**src/rtl/x16_approx_mul.sv**
```systemverilog
// x16_approx_mul: registered 16x16 unsigned approximate multiplier.
// The product tree is built from 2x2 -> 4x4 -> 8x8 -> 16x16 cores. At each level
// the four sub-products are combined with adders whose low N bits are OR-ed
// rather than summed, and which have no carry from that low part.
// Optional feature macro: X16_APPROX_MUL_EXACT2X2_EN (exact 2x2 core, 3x3 = 9).
// Without the macro, the 2x2 core returns 7 for 3x3.
module x16_approx_mul #(
  parameter int N16 = 32,
  parameter int N8  = 16,
  parameter int N4  = 8
) (
  input  logic        clk,
  input  logic        rst_n,
  input  logic        in_valid,
  input  logic [15:0] a,
  input  logic [15:0] b,
  output logic        out_valid,
  output logic [31:0] out
);

  // Reject out-of-range approximation widths at elaboration time.
  if (N16 < 0 || N16 > 32 || N8 < 0 || N8 > 16 || N4 < 0 || N4 > 8) begin : g_param_check
    $fatal(1, "x16_approx_mul: N16/N8/N4 out of range (0..32/0..16/0..8)");
  end

  // 2x2 core. The 3x3 case is the only one that needs a 4-bit result.
  function automatic logic [3:0] mul2(input logic [1:0] x, input logic [1:0] y);
`ifdef X16_APPROX_MUL_EXACT2X2_EN
    return {2'b00, x} * {2'b00, y};
`else
    if (x == 2'd3 && y == 2'd3) begin
      return 4'd7;
    end
    return {2'b00, x} * {2'b00, y};
`endif
  endfunction

  // Approximate adders. Bits below m are x|y. Bits at and above m are the exact
  // sum of the upper parts, truncated to the adder width. A shift by m >= width
  // yields zero, which makes the m = width case a pure OR.
  function automatic logic [7:0] add8(input logic [7:0] x, input logic [7:0] y, input int m);
    logic [7:0] lo_mask;
    logic [7:0] hi;
    lo_mask = ~(8'hFF << m);
    hi      = ((x >> m) + (y >> m)) << m;
    return hi | ((x | y) & lo_mask);
  endfunction

  function automatic logic [15:0] add16(input logic [15:0] x, input logic [15:0] y, input int m);
    logic [15:0] lo_mask;
    logic [15:0] hi;
    lo_mask = ~(16'hFFFF << m);
    hi      = ((x >> m) + (y >> m)) << m;
    return hi | ((x | y) & lo_mask);
  endfunction

  function automatic logic [31:0] add32(input logic [31:0] x, input logic [31:0] y, input int m);
    logic [31:0] lo_mask;
    logic [31:0] hi;
    lo_mask = ~(32'hFFFF_FFFF << m);
    hi      = ((x >> m) + (y >> m)) << m;
    return hi | ((x | y) & lo_mask);
  endfunction

  // 4x4 level. The cross-term sum s1 fits in 5 bits, so s1<<2 fits in the 8-bit adder.
  function automatic logic [7:0] mul4(input logic [3:0] x, input logic [3:0] y);
    logic [3:0] hh;
    logic [3:0] hl;
    logic [3:0] lh;
    logic [3:0] ll;
    logic [7:0] s1;
    hh = mul2(x[3:2], y[3:2]);
    hl = mul2(x[3:2], y[1:0]);
    lh = mul2(x[1:0], y[3:2]);
    ll = mul2(x[1:0], y[1:0]);
    s1 = add8({4'd0, hl}, {4'd0, lh}, N4);
    return add8({hh, ll}, s1 << 2, N4);
  endfunction

  // 8x8 level.
  function automatic logic [15:0] mul8(input logic [7:0] x, input logic [7:0] y);
    logic [7:0]  hh;
    logic [7:0]  hl;
    logic [7:0]  lh;
    logic [7:0]  ll;
    logic [15:0] s1;
    hh = mul4(x[7:4], y[7:4]);
    hl = mul4(x[7:4], y[3:0]);
    lh = mul4(x[3:0], y[7:4]);
    ll = mul4(x[3:0], y[3:0]);
    s1 = add16({8'd0, hl}, {8'd0, lh}, N8);
    return add16({hh, ll}, s1 << 4, N8);
  endfunction

  // 16x16 level.
  function automatic logic [31:0] mul16(input logic [15:0] x, input logic [15:0] y);
    logic [15:0] hh;
    logic [15:0] hl;
    logic [15:0] lh;
    logic [15:0] ll;
    logic [31:0] s1;
    hh = mul8(x[15:8], y[15:8]);
    hl = mul8(x[15:8], y[7:0]);
    lh = mul8(x[7:0], y[15:8]);
    ll = mul8(x[7:0], y[7:0]);
    s1 = add32({16'd0, hl}, {16'd0, lh}, N16);
    return add32({hh, ll}, s1 << 8, N16);
  endfunction

  logic [31:0] prod;

  // Combinational approximate product of the current operands.
  always_comb begin
    prod = mul16(a, b);
  end

  // Output register. Valid follows in_valid; the result only updates on valid input.
  always_ff @(posedge clk or negedge rst_n) begin
    if (!rst_n) begin
      out_valid <= 1'b0;
      out       <= '0;
    end else begin
      out_valid <= in_valid;
      if (in_valid) begin
        out <= prod;
      end
    end
  end

endmodule

```
**config.mk**
```make
export PLATFORM = sky130hd
export DESIGN_NAME = x16_approx_mul
export DESIGN_NICKNAME = d
export VERILOG_FILES = /design/src/rtl/x16_approx_mul.sv
export SDC_FILE = /design/constraint.sdc
export NUM_CORES = 1
export LEC_CHECK = 0
export BUFFER_PORTS_ARGS = -buffer_cell sky130_fd_sc_hd__buf_4
export CORE_AREA = 2 2 125 127
export DETAILED_ROUTE_END_ITERATION = 7
export DIE_AREA = 0 0 127 129
export GPL_TIMING_DRIVEN = 1
export PLACE_DENSITY = 0.54
export SYNTH_ARGS = -nofsm -noshare
export SYNTH_HDL_FRONTEND = slang
export SYNTH_SLANG_ARGS = --single-unit
```
**constraint.sdc**
```tcl
create_clock -name clk -period 0.85 [get_ports clk]
set_clock_uncertainty 0.15 [all_clocks]
set_input_delay 0.17 -clock clk [delete_from_list [all_inputs] [get_ports clk]]
set_output_delay 0.17 -clock clk [all_outputs]
set_load 0.005 [all_outputs]
```
==> results.cfg <==
[worst_hold_path]
worstHoldPathCells = 1
holdPathEnd = out_valid
hold_path.startpoint = in_valid
hold_class = input pin to register

[floorplanning]
std_cell_rows = 45
core_area_um2 = 14980
die-area_um2 = 16380
die_x_um = 127
io_pins = 68
start_util_pct = 37.41
die_height_um = 129

[power]
power.share.clock_pct = 21.2
power.switching_mw = 3.263
intPower_mw = 5.647
seqPwrFrac_pct = 20.0
sw_frac_of_total_pct = 36.62
p_leak_nw = 4.548
vdd_ir_drop_max_v = 0.0006365
combPwrFrac_pct = 58.8
power-per-cell-area_nw_per_um2 = 816.0

[layout]
area_delta_synth_final_pct = 94.89
final_nets = 1115
finalNonFillerCells = 1146
antenna-diode-count = 0
design_area_um2 = 10920
drive_above_1_share_pct = 60.86

[worst_setup_path]
crit_start = b[11]
crit_path_start_kind = input pin
critPathBufInv = 3
critPathTopFamily = simple AND/OR/NAND/NOR gates
crit_chain = buf_12, buf_12, buf_8, and2_1, ha_2, ha_4, a222oi_1, and4_1, a31oi_1
arrival_ns = 1.70
timing.critical_path.mode_cell = buf_12
cp-end-kind = register
rr_endpoint = out[2]
cp_slowest_cell = a222oi_1
cp.required_ns = 0.86
cp_max_fo = 5
crit_type = input pin to register
reg2reg_depth = 4
timing.rr.start = out[2]
max_stage_delay_ns = 0.28
reg2reg_slack_ns = -0.26

[clocking]
clk_path_buf_depth = 2
path_clk_slew_ns = 0.06
cts_inserted_buffers = 5
cts_max_level = 2
cts.sinks = 33
cts_tree = done
clk_latency_ns = 0.28
root_buffer = clkbuf_16

[timing]
fin_crit_sh_pct = 198.6
period_minus_slack_ns = 1.688
maxSlewViolCount = 0
rsz0062_at_grt = yes
worst_slack_ns = -0.8384
relSlewSlack_pct = 69.53
finalSetupViolations = 65
clock.fmax_mhz = 592.3
hold_viol_final = 0
worst_pin_slew_ns = 0.4570

[drt]
drtIter0Drc = 805
wirelength_um = 29120
post_drt_wl_per_cell_um = 25.41
drc_errors = 0
antenna_left = 0
drt_pass1_iterations = 5
viasPerCell = 6.231
dr_total_vias = 7141

[grt]
grt_max_degree = 23
grt_pass1_vias = 7274
use_met3_pct = 5.281
grt_pass1_wl_um = 42890
globalRoute.busiestLayer = met2
grt_overflow_total = 0
met2_usage_pct = 57.53
grtUsageMet1_pct = 44.82
grt_usage_pct = 34.43
antenna_found_initial = 1

[synthesis]
syn_avg_cell_area_um2 = 7.936
ys_ff_latch = 33
synthFlopType = dfrtp_1
synth_edf_count = 0
yosysTopAreaCellShare_pct = 27.47
synthTopCellsByArea = ha_1 (27%), and2_1 (21%), dfrtp_1 (15%)
synth_area_um2 = 5603
synth_largest_area_cell = ha_1
ys_seq_area_share_pct = 14.74
synth_fp_nets = 864
synthArstFlopShare_pct = 100.0
netlist_instances = 706
synth_warnings = 0
synth.distinct_cells = 35

[place]
place_congestion = 0.9540
post-place-cells = 1045
hpwl_um = 19480
place_area_um2 = 8055
portBuffers = 67
pre_cts_ws_ns = -1.323

[run_status]
violations = negative setup slack
status = finished with violations

[flow_run]
maxCapViolations = 0
[kinds of logic (layout without fill, tap and decap cells)]
kind of cell | after synthesis | after routing | share of synthesized area [%]
simple gates | 361 | 361 | 37.00
fa+ha+maj | 123 | 123 | 27.47
compound gates | 117 | 117 | 15.48
buf+inv | 72 | 324 | 5.315
flops | 33 | 33 | 14.74
[cells in the final DEF, fill, tap and decap left out, types with 9 or more instances in the layout]
master / netlist / layout
buf_6: 0 / 89
ha_1: 123 / 27
a22oi_1: 12 / 12
and2_1: 187 / 87
a31oi_1: 15 / 15
a22o_1: 9 / 9
nor2_1: 48 / 46
and2_4: 0 / 100
nand2_1: 25 / 18
buf_4: 0 / 161
nor4_4: 0 / 9
buf_8: 0 / 25
nand3_1: 10 / 9
buf_12: 0 / 33
ha_4: 0 / 90
nand4_1: 52 / 52
dfrtp_1: 33 / 32
o21ai_0: 20 / 14
[worst max path at each step]
stage                    to  depth (start not counted)  slack (ns)
floorplan           out[14]                          8       -1.30
global placement    out[17]                          8       -1.28
detailed placement  out[12]                          8       -1.32
CTS                 out[21]                          8       -0.87
global route        out[17]                          9       -0.89
finish              out[19]                          9       -0.84
[registers in the layout, summed over array words and instances, names as in the netlist]
signal	flops
out_valid	1
out	32
[synth_stat cells (all sizes together) (9+ instances only)]
master / n
dfrtp: 33
nor3: 11
buf: 20
nand4: 52
a22o: 9
a21oi: 10
nor2: 48
ha: 123
nand2: 25
a22oi: 12
clkbuf: 50
a221oi: 13
and2: 187
a31oi: 15
o21ai: 20
nand3: 10
nor4: 12
[power by group through the flow]
stage               sequential (mW)  clock [mW]  combinational [mW]
global route                   1.79        1.96                5.51
CTS                            1.77        1.90                4.60
detailed placement             1.79           0                3.44
floorplan                      1.79           0                1.97
finish                         1.78        1.89                5.24
global placement               1.78           0                3.40
[metal layers]
layer  up-vias  wire [um]  part of all wire [%]
li1       3116          -                     -
met1      3478      11860                    41
met2       429      13540                    47
met3       116       2433                   8.4
met4         2       1266                   4.3
met5         -         11                 0.038
[repair_timing]
item,4_1_cts,5_1_grt
endpoints found under the hold margin,33,0
resized for setup,294,101
pin swaps,89,81
endpoints found under the setup margin,64,65
hold buffers,1,0
buffers inserted,54,37
cloned,2,1
[per-stage QoR]
| step | hold WS (ns) | total power [mW] | TNS, ns | util [%] |
|---|---|---|---|---|
| 6_report | 0.06865 | 8.910 | -28.98 | 72.91 |
| 5_1_grt | 0.06123 | 9.261 | -30.56 | 72.91 |
| 4_1_cts | 0.05944 | 8.279 | -28.47 | 67.66 |
| 3_5_place_dp | -0.1351 | 5.222 | -33.89 | 53.78 |
| 3_3_place_gp | -0.1347 | 5.186 | -33.33 | 53.78 |
| 2_1_floorplan | -0.2756 | 3.759 | -26.81 | - |
[cell type report]
cell class / count / area, um2
Multi-Input combinational cell: 601 / 6330
Tap cell: 188 / 235.2
Timing Repair Buffer: 314 / 3374
Clock buffer: 5 / 125.1
Clock inverter: 3 / 17.52
Inverter: 2 / 10.01
Sequential cell: 33 / 827.0
Fill cell: 1014 / 4058
Note: power is estimated with default switching activity, not from simulation.
